===== src/rtl/fmpadding_pkg.sv =====
// Shared definitions for the fmpadding_axi feature-map padder: register
// addresses, stream width helper and the run-time geometry record.
package fmpadding_pkg;

  localparam logic [2:0] ADDR_XON  = 3'd0;
  localparam logic [2:0] ADDR_XOFF = 3'd1;
  localparam logic [2:0] ADDR_XEND = 3'd2;
  localparam logic [2:0] ADDR_YON  = 3'd4;
  localparam logic [2:0] ADDR_YOFF = 3'd5;
  localparam logic [2:0] ADDR_YEND = 3'd6;

  // Geometry fields are carried zero-extended so one struct fits any counter width.
  localparam int GEOM_W = 32;

  typedef struct packed {
    logic [GEOM_W-1:0] xon;
    logic [GEOM_W-1:0] xoff;
    logic [GEOM_W-1:0] xend;
    logic [GEOM_W-1:0] yon;
    logic [GEOM_W-1:0] yoff;
    logic [GEOM_W-1:0] yend;
  } geom_t;

  function automatic int stream_bits(input int simd, input int elem_bits);
    return 8 * ((simd * elem_bits + 7) / 8);
  endfunction

endpackage


===== src/rtl/fmpadding_axilite_regs.sv =====
// AXI4-Lite slave holding the padder geometry registers (not cleared by rst).
// Macro FMPADDING_READBACK_EN enables register read-back; otherwise RDATA is 0.
module fmpadding_axilite_regs
  import fmpadding_pkg::*;
#(
  parameter int unsigned XCOUNTER_BITS = 8,
  parameter int unsigned YCOUNTER_BITS = 8,
  parameter int unsigned INIT_XON      = 0,
  parameter int unsigned INIT_XOFF     = 0,
  parameter int unsigned INIT_XEND     = 0,
  parameter int unsigned INIT_YON      = 0,
  parameter int unsigned INIT_YOFF     = 0,
  parameter int unsigned INIT_YEND     = 0
) (
  input  logic        clk,
  input  logic        rst,
  input  logic        s_axilite_AWVALID,
  output logic        s_axilite_AWREADY,
  input  logic [2:0]  s_axilite_AWADDR,
  input  logic        s_axilite_WVALID,
  output logic        s_axilite_WREADY,
  input  logic [31:0] s_axilite_WDATA,
  input  logic [3:0]  s_axilite_WSTRB,
  output logic        s_axilite_BVALID,
  input  logic        s_axilite_BREADY,
  output logic [1:0]  s_axilite_BRESP,
  input  logic        s_axilite_ARVALID,
  output logic        s_axilite_ARREADY,
  input  logic [2:0]  s_axilite_ARADDR,
  output logic        s_axilite_RVALID,
  input  logic        s_axilite_RREADY,
  output logic [31:0] s_axilite_RDATA,
  output logic [1:0]  s_axilite_RRESP,
  output geom_t       geom
);

  logic        ready_q, aw_pend, w_pend, do_write;
  logic [2:0]  awaddr_q;
  logic [31:0] wdata_q;

  // Power-up values only; these survive rst by design.
  logic [XCOUNTER_BITS-1:0] xon_q  = XCOUNTER_BITS'(INIT_XON);
  logic [XCOUNTER_BITS-1:0] xoff_q = XCOUNTER_BITS'(INIT_XOFF);
  logic [XCOUNTER_BITS-1:0] xend_q = XCOUNTER_BITS'(INIT_XEND);
  logic [YCOUNTER_BITS-1:0] yon_q  = YCOUNTER_BITS'(INIT_YON);
  logic [YCOUNTER_BITS-1:0] yoff_q = YCOUNTER_BITS'(INIT_YOFF);
  logic [YCOUNTER_BITS-1:0] yend_q = YCOUNTER_BITS'(INIT_YEND);

  logic unused_in;
  assign unused_in = ^{s_axilite_WSTRB, wdata_q, s_axilite_ARADDR};

  assign s_axilite_AWREADY = ready_q & ~aw_pend & ~s_axilite_BVALID;
  assign s_axilite_WREADY  = ready_q & ~w_pend  & ~s_axilite_BVALID;
  assign s_axilite_ARREADY = ready_q & ~s_axilite_RVALID;
  assign s_axilite_BRESP   = 2'b00;
  assign s_axilite_RRESP   = 2'b00;
  assign do_write          = aw_pend & w_pend;

  always_ff @(posedge clk or negedge rst) begin
    if (!rst) begin
      ready_q          <= 1'b0;
      aw_pend          <= 1'b0;
      w_pend           <= 1'b0;
      awaddr_q         <= '0;
      wdata_q          <= '0;
      s_axilite_BVALID <= 1'b0;
    end else begin
      ready_q <= 1'b1;
      if (do_write) begin
        aw_pend          <= 1'b0;
        w_pend           <= 1'b0;
        s_axilite_BVALID <= 1'b1;
      end else begin
        if (s_axilite_AWVALID && s_axilite_AWREADY) begin
          aw_pend  <= 1'b1;
          awaddr_q <= s_axilite_AWADDR;
        end
        if (s_axilite_WVALID && s_axilite_WREADY) begin
          w_pend  <= 1'b1;
          wdata_q <= s_axilite_WDATA;
        end
        if (s_axilite_BVALID && s_axilite_BREADY) s_axilite_BVALID <= 1'b0;
      end
    end
  end

  always_ff @(posedge clk) begin
    if (do_write) begin
      case (awaddr_q)
        ADDR_XON:  xon_q  <= wdata_q[XCOUNTER_BITS-1:0];
        ADDR_XOFF: xoff_q <= wdata_q[XCOUNTER_BITS-1:0];
        ADDR_XEND: xend_q <= wdata_q[XCOUNTER_BITS-1:0];
        ADDR_YON:  yon_q  <= wdata_q[YCOUNTER_BITS-1:0];
        ADDR_YOFF: yoff_q <= wdata_q[YCOUNTER_BITS-1:0];
        ADDR_YEND: yend_q <= wdata_q[YCOUNTER_BITS-1:0];
        default: ;
      endcase
    end
  end

  always_comb begin
    geom      = '0;
    geom.xon  = GEOM_W'(xon_q);
    geom.xoff = GEOM_W'(xoff_q);
    geom.xend = GEOM_W'(xend_q);
    geom.yon  = GEOM_W'(yon_q);
    geom.yoff = GEOM_W'(yoff_q);
    geom.yend = GEOM_W'(yend_q);
  end

  always_ff @(posedge clk or negedge rst) begin
    if (!rst) begin
      s_axilite_RVALID <= 1'b0;
    end else if (s_axilite_ARVALID && s_axilite_ARREADY) begin
      s_axilite_RVALID <= 1'b1;
    end else if (s_axilite_RVALID && s_axilite_RREADY) begin
      s_axilite_RVALID <= 1'b0;
    end
  end

`ifdef FMPADDING_READBACK_EN
  logic [31:0] rd_mux, rdata_q;

  always_comb begin
    rd_mux = '0;
    case (s_axilite_ARADDR)
      ADDR_XON:  rd_mux = 32'(xon_q);
      ADDR_XOFF: rd_mux = 32'(xoff_q);
      ADDR_XEND: rd_mux = 32'(xend_q);
      ADDR_YON:  rd_mux = 32'(yon_q);
      ADDR_YOFF: rd_mux = 32'(yoff_q);
      ADDR_YEND: rd_mux = 32'(yend_q);
      default:   rd_mux = '0;
    endcase
  end

  always_ff @(posedge clk or negedge rst) begin
    if (!rst) rdata_q <= '0;
    else if (s_axilite_ARVALID && s_axilite_ARREADY) rdata_q <= rd_mux;
  end

  assign s_axilite_RDATA = rdata_q;
`else
  assign s_axilite_RDATA = '0;
`endif

endmodule


===== src/rtl/fmpadding_axi.sv =====
// Streaming feature-map padder: zero border around an interior copied from
// s_axis, geometry over AXI4-Lite. Macro FMPADDING_READBACK_EN: register read-back.
module fmpadding_axi
  import fmpadding_pkg::*;
#(
  parameter int unsigned XCOUNTER_BITS = 8,
  parameter int unsigned YCOUNTER_BITS = 8,
  parameter int unsigned NUM_CHANNELS  = 4,
  parameter int unsigned SIMD          = 2,
  parameter int unsigned ELEM_BITS     = 4,
  parameter int unsigned INIT_XON      = 0,
  parameter int unsigned INIT_XOFF     = 0,
  parameter int unsigned INIT_XEND     = 0,
  parameter int unsigned INIT_YON      = 0,
  parameter int unsigned INIT_YOFF     = 0,
  parameter int unsigned INIT_YEND     = 0,
  localparam int unsigned STREAM_BITS  = stream_bits(SIMD, ELEM_BITS)
) (
  input  logic                   clk,
  input  logic                   rst,
  input  logic                   s_axilite_AWVALID,
  output logic                   s_axilite_AWREADY,
  input  logic [2:0]             s_axilite_AWADDR,
  input  logic                   s_axilite_WVALID,
  output logic                   s_axilite_WREADY,
  input  logic [31:0]            s_axilite_WDATA,
  input  logic [3:0]             s_axilite_WSTRB,
  output logic                   s_axilite_BVALID,
  input  logic                   s_axilite_BREADY,
  output logic [1:0]             s_axilite_BRESP,
  input  logic                   s_axilite_ARVALID,
  output logic                   s_axilite_ARREADY,
  input  logic [2:0]             s_axilite_ARADDR,
  output logic                   s_axilite_RVALID,
  input  logic                   s_axilite_RREADY,
  output logic [31:0]            s_axilite_RDATA,
  output logic [1:0]             s_axilite_RRESP,
  output logic                   s_axis_tready,
  input  logic                   s_axis_tvalid,
  input  logic [STREAM_BITS-1:0] s_axis_tdata,
  input  logic                   m_axis_tready,
  output logic                   m_axis_tvalid,
  output logic [STREAM_BITS-1:0] m_axis_tdata
);

  localparam int unsigned FOLD = NUM_CHANNELS / SIMD;
  localparam int unsigned FW   = (FOLD > 1) ? $clog2(FOLD) : 1;

  if (NUM_CHANNELS % SIMD != 0) begin : g_fold_check
    $error("fmpadding_axi: NUM_CHANNELS must be a multiple of SIMD");
  end

  geom_t geom_cfg, geom;
  logic [FW-1:0]            fold;
  logic [XCOUNTER_BITS-1:0] x;
  logic [YCOUNTER_BITS-1:0] y;
  logic interior, free, step, fold_last, x_last, y_last, at_start, load_geom;

  fmpadding_axilite_regs #(
    .XCOUNTER_BITS(XCOUNTER_BITS), .YCOUNTER_BITS(YCOUNTER_BITS),
    .INIT_XON(INIT_XON), .INIT_XOFF(INIT_XOFF), .INIT_XEND(INIT_XEND),
    .INIT_YON(INIT_YON), .INIT_YOFF(INIT_YOFF), .INIT_YEND(INIT_YEND)
  ) u_regs (
    .clk(clk), .rst(rst),
    .s_axilite_AWVALID(s_axilite_AWVALID), .s_axilite_AWREADY(s_axilite_AWREADY),
    .s_axilite_AWADDR(s_axilite_AWADDR),
    .s_axilite_WVALID(s_axilite_WVALID), .s_axilite_WREADY(s_axilite_WREADY),
    .s_axilite_WDATA(s_axilite_WDATA), .s_axilite_WSTRB(s_axilite_WSTRB),
    .s_axilite_BVALID(s_axilite_BVALID), .s_axilite_BREADY(s_axilite_BREADY),
    .s_axilite_BRESP(s_axilite_BRESP),
    .s_axilite_ARVALID(s_axilite_ARVALID), .s_axilite_ARREADY(s_axilite_ARREADY),
    .s_axilite_ARADDR(s_axilite_ARADDR),
    .s_axilite_RVALID(s_axilite_RVALID), .s_axilite_RREADY(s_axilite_RREADY),
    .s_axilite_RDATA(s_axilite_RDATA), .s_axilite_RRESP(s_axilite_RRESP),
    .geom(geom_cfg)
  );

  always_comb begin
    interior  = (GEOM_W'(x) >= geom.xon) && (GEOM_W'(x) < geom.xoff) &&
                (GEOM_W'(y) >= geom.yon) && (GEOM_W'(y) < geom.yoff);
    free      = rst && (!m_axis_tvalid || m_axis_tready);
    step      = free && (!interior || s_axis_tvalid);
    fold_last = (fold == FW'(FOLD - 1));
    x_last    = (GEOM_W'(x) == geom.xend);
    y_last    = (GEOM_W'(y) == geom.yend);
    at_start  = (fold == '0) && (x == '0) && (y == '0);
    // Reloading on the wrapping step lets the first beat of the next frame see fresh geometry.
    load_geom = !rst || at_start || (step && fold_last && x_last && y_last);
  end

  assign s_axis_tready = interior && free;

  always_ff @(posedge clk) begin
    if (load_geom) geom <= geom_cfg;
  end

  always_ff @(posedge clk or negedge rst) begin
    if (!rst) begin
      fold <= '0;
      x    <= '0;
      y    <= '0;
    end else if (step) begin
      if (fold_last) begin
        fold <= '0;
        if (x_last) begin
          x <= '0;
          y <= y_last ? '0 : y + 1'b1;
        end else begin
          x <= x + 1'b1;
        end
      end else begin
        fold <= fold + 1'b1;
      end
    end
  end

  always_ff @(posedge clk or negedge rst) begin
    if (!rst) begin
      m_axis_tvalid <= 1'b0;
      m_axis_tdata  <= '0;
    end else if (step) begin
      m_axis_tvalid <= 1'b1;
      m_axis_tdata  <= interior ? s_axis_tdata : '0;
    end else if (m_axis_tready) begin
      m_axis_tvalid <= 1'b0;
    end
  end

endmodule


===== config.mk =====
export PLATFORM = sky130hd
export DESIGN_NAME = fmpadding_axi
export DESIGN_NICKNAME = d
export VERILOG_FILES = /design/src/rtl/fmpadding_pkg.sv /design/src/rtl/fmpadding_axilite_regs.sv /design/src/rtl/fmpadding_axi.sv
export SDC_FILE = /design/constraint.sdc
export NUM_CORES = 1
export LEC_CHECK = 0
export BUFFER_PORTS_ARGS = -buffer_cell sky130_fd_sc_hd__buf_4
export CAP_MARGIN = 0
export CORE_ASPECT_RATIO = 1.2
export CORE_MARGIN = 2
export CORE_UTILIZATION = 45
export CTS_BUF_LIST = sky130_fd_sc_hd__clkbuf_8
export CTS_CLUSTER_DIAMETER = 200
export DETAILED_ROUTE_END_ITERATION = 10
export GPL_TIMING_DRIVEN = 0
export HOLD_SLACK_MARGIN = 0.12
export PLACE_DENSITY = 0.67
export SLEW_MARGIN = 40
export SYNTH_ARGS = -nofsm -noshare
export SYNTH_HDL_FRONTEND = slang
export SYNTH_SLANG_ARGS = --single-unit
export TNS_END_PERCENT = 20

===== constraint.sdc =====
create_clock -name clk -period 9.37 [get_ports clk]
set_input_delay 0.937 -clock clk [delete_from_list [all_inputs] [get_ports clk]]
set_output_delay 0.937 -clock clk [all_outputs]
set_load 0.02 [all_outputs]

==> results of run 1 <==
==> where the power goes <==
part           switching, W  total [W]  internal, W
registers          0.000100   0.000890     0.000789
clock network      0.000218   0.000430     0.000213
logic              0.000144   0.000270     0.000126
==> Yosys cell counts (3+ instances only) <==
master,count
ha_1,34
buf_4,36
a22o_1,9
o31ai_2,3
edfxtp_1,96
mux2_2,11
nand4_1,8
nor2_1,23
a21oi_1,5
o21ai_0,19
inv_1,39
clkbuf_1,5
o31ai_1,16
nand2_1,11
dfrtp_1,42
nand2b_1,10
xnor2_1,17
nor2b_1,6
nand3_1,10
and3_1,8
==> sequential cells by signal (all words and copies together) (netlist names) <==
name,flops
fold,1
geom,48
m_axis_tdata,8
m_axis_tvalid,1
u_regs.aw_pend,1
u_regs.awaddr_q,3
u_regs.ready_q,1
u_regs.s_axilite_BVALID,1
u_regs.s_axilite_RVALID,1
u_regs.w_pend,1
u_regs.wdata_q,8
u_regs.xend_q,8
u_regs.xoff_q,8
u_regs.xon_q,8
u_regs.yend_q,8
u_regs.yoff_q,8
u_regs.yon_q,8
x,8
y,8
==> how the worst max path moves through the flow <==
stage	to	slack [ns]	depth (start not counted)
floorplan	geom[0]	1.28	8
global placement	geom[160]	-1.13	8
detailed placement	geom[160]	5.61	11
CTS	s_axis_tready	5.58	7
global route	geom[99]	5.24	11
finish	geom[161]	5.54	11
==> final cells by class <==
cell class	instances	area (um2)	share of cell area, %
Inverter	39	146	2.04
Clock inverter	14	110	1.53
Buffer	44	309	4.31
Tap cell	168	210	2.93
Timing Repair Buffer	51	368	5.13
Clock buffer	18	248	3.45
Multi-Input combinational cell	259	1850	25.8
Sequential cell	138	3930	54.8
==> routing by layer <==
layer / routed length (um) / GRT usage, % / up-vias
met2: 5490 / 26.1 / 79
met1: 4380 / 19.0 / 1680
met3: 465 / 4.46 / 8
met5: 0 / 0 / -
li1: - / - / 1751
met4: 153 / 6.46 / 0
==> through the flow <==
step	worst slack (ns)	cells	area, um2	total power (W)
global route	5.24	731	7170	0.00168
CTS	5.58	731	7170	0.00161
floorplan	1.28	480	6210	0.00106
finish	5.54	731	7170	0.00159
detailed placement	5.61	699	6820	0.00118
global placement	-1.13	690	6740	0.00116
==> cells by family (layout without fill, tap and decap cells) <==
| logic type | count (synthesis) | count (layout) | synth area share [%] |
|---|---|---|---|
| muxes | 11 | 11 | 2.04 |
| xor gates and xnor gates | 17 | 17 | 2.45 |
| AOI/OAI and AO/OA | 67 | 67 | 7.92 |
| and+or+nand+nor | 93 | 93 | 8.31 |
| buffers and inverters | 83 | 166 | 7.49 |
| other | 2 | 37 | 0.123 |
| DFF | 138 | 138 | 64.7 |
| adders and majority gates | 34 | 34 | 6.99 |
==> placed cells by master (no fill, tap or decap), types with 7 or more instances in the layout <==
cell / netlist / layout
o21ai_0: 19 / 19
conb_1: 2 / 37
mux2_2: 11 / 11
nand4_1: 8 / 8
buf_2: 1 / 7
xnor2_1: 17 / 17
buf_4: 36 / 81
nand3_1: 10 / 10
o31ai_1: 16 / 16
ha_1: 34 / 34
inv_1: 39 / 41
nor2_1: 23 / 23
clkbuf_8: 0 / 18
edfxtp_1: 96 / 96
nand2_1: 11 / 11
a22o_1: 9 / 9
and3_1: 8 / 8
dfrtp_1: 42 / 42
nand2b_1: 10 / 10
==> results.cfg, run 1 <==
[floorplan]
dieArea_um2 = 14500
die_w_um = 110
die_h_um = 131
ios = 110
start_util_pct = 45.9
rows = 46
core-area_um2 = 13200

[job]
maxCapViolations = 0

[cts]
cts_num_sinks = 138
clock_path_buffers = 2
cts_root_buffer = clkbuf_8
cts_max_level = 4
ctsHoldBuffers = 0
numCtsBuffers = 17
ctsResizeCount = 0
clk_pin_slew_ns = 0.08
cts_tree = done
insertion_delay_ns = 0.43
post-cts-setup-buffers = 0

[setup_path]
reg2reg_slack_ns = 5.54
cp_slowest_cell = a2111oi_0
worst-path-buf-inv = 5
critPathLaunch = x[2]
worstPathArrival_ns = 4.01
r2r_cells = 11
path_common_cell = buf_2
cp.required_ns = 9.54
end_kind = flip-flop
critPathTopFamily = compound AO/OA/AOI/OAI gates
max_stage_delay_ns = 0.63
worstPathCellList = ha_1, a211oi_1, o21ai_0, a2111oi_0, and4_4, clkbuf_1, o311ai_2, buf_2, buf_4, buf_2, buf_2
timing.rr.start = x[2]
critPathLaunchType = flip-flop
timing.rr.end = geom[161]
critical_path_class = flip-flop to flip-flop
worstPathMaxFanout = 10

[grt]
grt_overflow = 0
grtUsageTotal_pct = 15.7
grt_pass1_wl_um = 17100
grt_max_degree = 47
grt_pass1_vias = 3545
antenna_found_initial = 0

[timing]
period_share_pct = 40.9
slew_viol_final = 0
hold_viol_final = 0
tightest_slew_ns = 0.712
final-setup-viol-count = 0
max_freq_mhz = 261
hold_ws_ns = 0.413
rsz0062_at_grt = false
max_slew_margin_pct = 52.4
final.setup.tns_ns = 0
min_period_ns = 3.83
finalClockSkew_ns = 0.0141

[cells_and_area]
nFillCells = 1127
final_util_pct = 54.2
area_growth_pct = 17.9
diodes = 0
drive_gt1_share_pct = 24.9
nNetsFinal = 643

[min_path]
hold_start = u_regs.yon_q[5]
min_delay_worst_endpoint = geom[69]
whs_path_depth = 0
hold_class = flip-flop to flip-flop

[power_and_ir_drop]
peakVddDrop_mv = 0.140
leakage_nw = 3.06
cellPowerDensity_nw_per_um2 = 222

[route]
dr.pass1.iters = 4
drc = 0
drt_iter0_drc = 116
vias = 3518
ant_nets = 0
totalWireLength_um = 10500
avgRoutedWirePerCell_um = 14.3
via_per_inst = 4.81

[synthesis]
yosysUniqueCellTypes = 45
yosysTopAreaCell = edfxtp_1
synth_seq_area_share_pct = 64.7
synth_top_cell_area_share_pct = 47.4
ys_async_sr_fraction_pct = 30.4
synth-seq-cells = 138
yosysWarnings = 0
syn-cell-area_um2 = 6080
avgSynthCellArea_um2 = 13.7
synthCells = 445
dominantRegCellSynth = edfxtp_1
synth_area_leaders = edfxtp_1 (47%), dfrtp_1 (17%), ha_1 (7.0%)
synth_edf_count = 96

[placement]
dp.final_hpwl_um = 7680
io_buffers = 42
place.gp.congestion = 0.769

[run_status]
status = complete, no violations
Note: power is estimated with default switching activity, not from simulation.
==> inputs of run 2 (changes only) <==
ABC_AREA = 1   (was default)
PLACE_DENSITY = 0.69   (was 0.67)
clock period = 3.2 ns   (was 9.37 ns; I/O delays follow)
==> results.cfg, run 2 <==
[run_status]
status = complete, no violations

[floorplan]
ios = 110
start_util_pct = 45.7
die_w_um = 112
die_h_um = 133
rows = 47
dieArea_um2 = 14900
core-area_um2 = 13700

[power_and_ir_drop]
cellPowerDensity_nw_per_um2 = 645
peakVddDrop_mv = 0.402
leakage_nw = 3.40

[synthesis]
yosysUniqueCellTypes = 38
synth.most_common_cell = nand2_1
synth-seq-cells = 138
synth_top_cell_area_share_pct = 46.1
syn-cell-area_um2 = 6260
synthCells = 532
ys_async_sr_fraction_pct = 30.4
yosys.area_share.simple_pct = 14.1
yosysWarnings = 0
synth_area_leaders = edfxtp_1 (46%), dfrtp_1 (17%), ha_1 (6.8%)
yosys-top-cells-count = nand2_1 (108), edfxtp_1 (96), inv_1 (63), dfrtp_1 (42), buf_4 (37)
synth_compound_area_share_pct = 3.56
synthMuxAreaShare_pct = 1.62
yosysTopAreaCell = edfxtp_1
avgSynthCellArea_um2 = 11.8
synth_xor_area_share_pct = 2.10
dominantRegCellSynth = edfxtp_1
synth_top_family_by_area = simple AND/OR/NAND/NOR gates
synth_seq_area_share_pct = 62.9
synth_edf_count = 96
synthAdderAreaFrac_pct = 6.80

[timing]
slew_viol_final = 0
max_freq_mhz = 346
rsz0062_at_grt = false
final-setup-viol-count = 0
finalClockSkew_ns = 0.0114
final.setup.tns_ns = 0
hold_viol_final = 0
min_period_ns = 2.89
period_share_pct = 90.3
tightest_slew_ns = 0.788
max_slew_margin_pct = 47.3

[route]
met2_wirelength_um = 5570
highest_layer = met4
drc = 0
via_per_inst = 4.53
totalWireLength_um = 10400
dr.pass1.iters = 4
m1WireLength_um = 4400
ant_nets = 0
vias = 3768
avgRoutedWirePerCell_um = 12.5
drt_iter0_drc = 178
route.met3.wl_um = 312

[cells_and_area]
layout_commonest_cell = nand2_1
register_area_um2 = 3930
nFillCells = 1144
regMostFlops = geom
mostFrequentLayoutCells = nand2_1 (107), edfxtp_1 (96), buf_4 (79)
drive_gt1_share_pct = 22.1
area_growth_pct = 20.2
fin_area_um2 = 7520
diodes = 0
multi_input_area_um2 = 1910
largest_reg_flops = 48
nNetsFinal = 740

[cts]
cts_tree = done
numCtsBuffers = 17
clk_pin_slew_ns = 0.08
ctsResizeCount = 0
cts_root_buffer = clkbuf_8
cts_max_level = 4
insertion_delay_ns = 0.43
cts_num_sinks = 138
clock_path_buffers = 2

[grt]
antenna_found_initial = 0
grtUsageTotal_pct = 14.8
grt_pass1_vias = 3651
grt_overflow = 0
grt_max_degree = 45
grt_pass1_wl_um = 17300

[setup_path]
critPathLaunchType = flip-flop
cp_slowest_cell = dfrtp_1
critical_path_class = flip-flop to flip-flop
worstPathMaxFanout = 36
end_kind = flip-flop
critPathLaunch = y[5]
worstPathCellList = ha_1, a21oi_1, nor2_1, nor3_1, nand3_1, nand4_4, nand3_4, nor2_4, nand2_1, nand2_4, buf_12
cp.required_ns = 3.33
max_stage_delay_ns = 0.51
worstPathArrival_ns = 3.02
timing.rr.start = y[5]
critPathTopFamily = simple AND/OR/NAND/NOR gates
worst-path-buf-inv = 1

[placement]
placed_cell_area_um2 = 6950
dp.final_hpwl_um = 7560
io_buffers = 42
place.gp.congestion = 0.782

[min_path]
hold_start = s_axilite_AWADDR[1]
hold_class = input pin to flip-flop

[job]
maxCapViolations = 0
==> run 2: timing repair <==
item | CTS | global route
hold buffers | 18 | 0
hold endpoints to repair | 58 | 0
setup endpoints to repair | 0 | 0
setup buffers | 0 | 0
==> run 2: path summary, 6_finish.rpt <==
path	endpoint	slack (ns)	cells past startpoint
min in group asynchronous	y[2]	0.44	2
worst max-delay path	geom[102]	0.31	11
worst min register to register	geom[64]	0.42	0
worst min-delay path	u_regs.awaddr_q[1]	0.15	3
worst max register to register	geom[102]	0.31	11
max in group asynchronous	u_regs.wdata_q[3]	2.36	2
==> run 2: layer usage <==
layer	track usage, %	vias up
met2	25.9	75
li1	-	1929
met5	0	-
met3	2.91	11
met4	6.79	0
met1	17.6	1753
==> run 2: power by group <==
group | internal [W] | switching [W]
clock | 0.000704 | 0.000685
sequential | 0.00231 | 0.000255
combinational | 0.000388 | 0.000512
total | 0.00340 | 0.00145
==> run 2: through the flow <==
step	total power, W	worst slack, ns	hold slack [ns]	std cells	utilization (%)
finish	0.00485	0.310	0.148	831	54.9
floorplan	0.00316	0.0303	0.0244	567	-
detailed placement	0.00349	0.264	0.364	781	50.7
global placement	0.00343	-0.672	0.361	780	50.5
CTS	0.00491	0.249	0.124	831	54.9
global route	0.00513	0.0333	0.138	831	54.9
==> run 2: final cells by class <==
class	count	share of cell area, %
tap	171	2.84
multi-input combinational	324	25.4
timing repair buffer	61	6.85
buffer	40	4.11
sequential	138	52.3
inverter	65	3.24
clock inverter	15	2.15
clock buffer	17	3.11
==> run 2: tightest hold or removal path: stages <==
cell and delay (ns):
buf_4 0.08, nor2_1 0.03, a21oi_1 0.11
==> run 2: kinds of logic after synthesis <==
logic type	Yosys count
other	2
adders and majority gates	34
muxes	9
buffers and inverters	105
AOI/OAI and AO/OA	42
xor gates and xnor gates	15
DFF	138
and+or+nand+nor	187
==> inputs of run 3 (changes only) <==
CTS_BUF_LIST = default   (was sky130_fd_sc_hd__clkbuf_8)
PLACE_DENSITY = 0.74   (was 0.69)
==> results.cfg, run 3 (synthesis gave the netlist of run 2 again) <==
[timing]
hold_ws_ns = 0.147
slew_viol_final = 0
max_slew_margin_pct = 49.2
final-setup-viol-count = 0
max_freq_mhz = 356
period_share_pct = 87.8
tightest_slew_ns = 0.759
min_period_ns = 2.81
finalClockSkew_ns = 0.00897
hold_viol_final = 0
rsz0062_at_grt = false

[grt]
grt_pass1_vias = 3816
antenna_found_initial = 0
grt_pass1_wl_um = 17900
grt_max_degree = 49
grtUsageTotal_pct = 15.2
grt_overflow = 0

[cells_and_area]
finalNonFillerCells = 818
regMostFlops = geom
largest_reg_flops = 48
drive_gt1_share_pct = 22.3
diodes = 0
area_growth_pct = 21.5
mostFrequentLayoutCells = nand2_1 (107), edfxtp_1 (96), buf_4 (79)
layout_commonest_cell = nand2_1
nNetsFinal = 727

[setup_path]
worstPathArrival_ns = 2.49
cp.required_ns = 2.88
worstPathMaxFanout = 9
critical_path_class = flip-flop to primary output
r2r_cells = 11
end_kind = primary output
critPathLaunchType = flip-flop

[floorplan]
die_w_um = 112
dieArea_um2 = 14900
ios = 110
die_h_um = 133
core-area_um2 = 13700
start_util_pct = 45.7
rows = 47

[cts]
post-cts-setup-buffers = 0
ctsResizeCount = 0
ctsHoldBuffers = 5
clock_path_buffers = 2
cts_num_sinks = 138
cts_max_level = 4
clk_pin_slew_ns = 0.06
cts_tree = done
cts_root_buffer = clkbuf_16
numCtsBuffers = 17
insertion_delay_ns = 0.40

[placement]
dp.final_hpwl_um = 7490
placedCellCount = 781
io_buffers = 42
place.gp.congestion = 0.810

[power_and_ir_drop]
seqPwrFrac_pct = 47.4
power_switching_w = 0.00146
peakVddDrop_mv = 0.388
leakage_nw = 3.45
power_w = 0.00542
power_frac_clock_pct = 36.0
cellPowerDensity_nw_per_um2 = 713
comb_power_share_pct = 16.6
switching_share_pct = 27.0
p_int_w = 0.00396

[route]
via_per_inst = 4.55
dr.pass1.iters = 5
drt_iter0_drc = 187
ant_nets = 0
totalWireLength_um = 10500
vias = 3722
avgRoutedWirePerCell_um = 12.9
drc = 0

[min_path]
hold_class = input pin to flip-flop
whs_path_depth = 2

[run_status]
status = complete, no violations

[job]
maxCapViolations = 0
[run 3: cell count changes in the layout (fill, tap and decap cells not counted), sizes merged]
cell / change
clkinv: +4
clkinvlp: -4
inv: -5
bufinv: +1
clkbuf: +4
dlygate4sd3: -13
[run 3: routing by layer]
metal / global-route usage (%) / vias to the layer above / wire [um]
li1: - / 1902 / -
met1: 17.6 / 1725 / 4320
met2: 26.7 / 91 / 5690
met3: 4.23 / 4 / 422
met4: 5.83 / 0 / 97
met5: 0 / - / 0
[run 3: final cells by class]
class	count	area (um2)
buffer	40	309
fill	1096	6100
clock buffer	21	460
sequential	138	3930
tap	171	214
timing repair buffer	48	385
inverter	65	244
clock inverter	11	145
multi-input combinational	324	1910
[run 3: path summary, 6_finish.rpt]
check / slack [ns] / start / to
max in group asynchronous: 2.33 / rst / x[2]
worst min-delay path: 0.15 / s_axilite_WDATA[0] / u_regs.wdata_q[0]
worst max register to register: 0.41 / y[5] / geom[162]
worst max-delay path: 0.39 / y[5] / s_axis_tready
min in group asynchronous: 0.46 / rst / m_axis_tdata[3]
worst min register to register: 0.42 / u_regs.xoff_q[7] / geom[135]
[run 3: metrics by stage]
stage / setup WS [ns] / instance area (um2) / util, % / TNS, ns
3_5_place_dp: 0.413 / 6950 / 50.7 / 0
6_report: 0.389 / 7600 / 55.5 / 0
3_3_place_gp: -0.623 / 6920 / 50.5 / -29.73
4_1_cts: 0.336 / 7600 / 55.5 / 0
2_1_floorplan: 0.0303 / 6390 / - / 0
5_1_grt: 0.178 / 7600 / 55.5 / 0
[run 3: power by group through the flow]
stage	Sequential, W	Combinational (W)	Clock [W]
3_3_place_gp	0.00259	0.000822	0
4_1_cts	0.00258	0.000910	0.00200
3_5_place_dp	0.00261	0.000891	0
2_1_floorplan	0.00251	0.000647	0
5_1_grt	0.00261	0.00102	0.00208
6_report	0.00257	0.000899	0.00195
[run 3: critical path, stage by stage (launching register included)]
cell	delay, ns
dfrtp_1	0.49
ha_1	0.36
a21oi_1	0.14
nor2_1	0.05
nor3_1	0.15
nand3_1	0.21
and3_1	0.22
buf_4	0.16
and2_1	0.15
buf_4	0.15
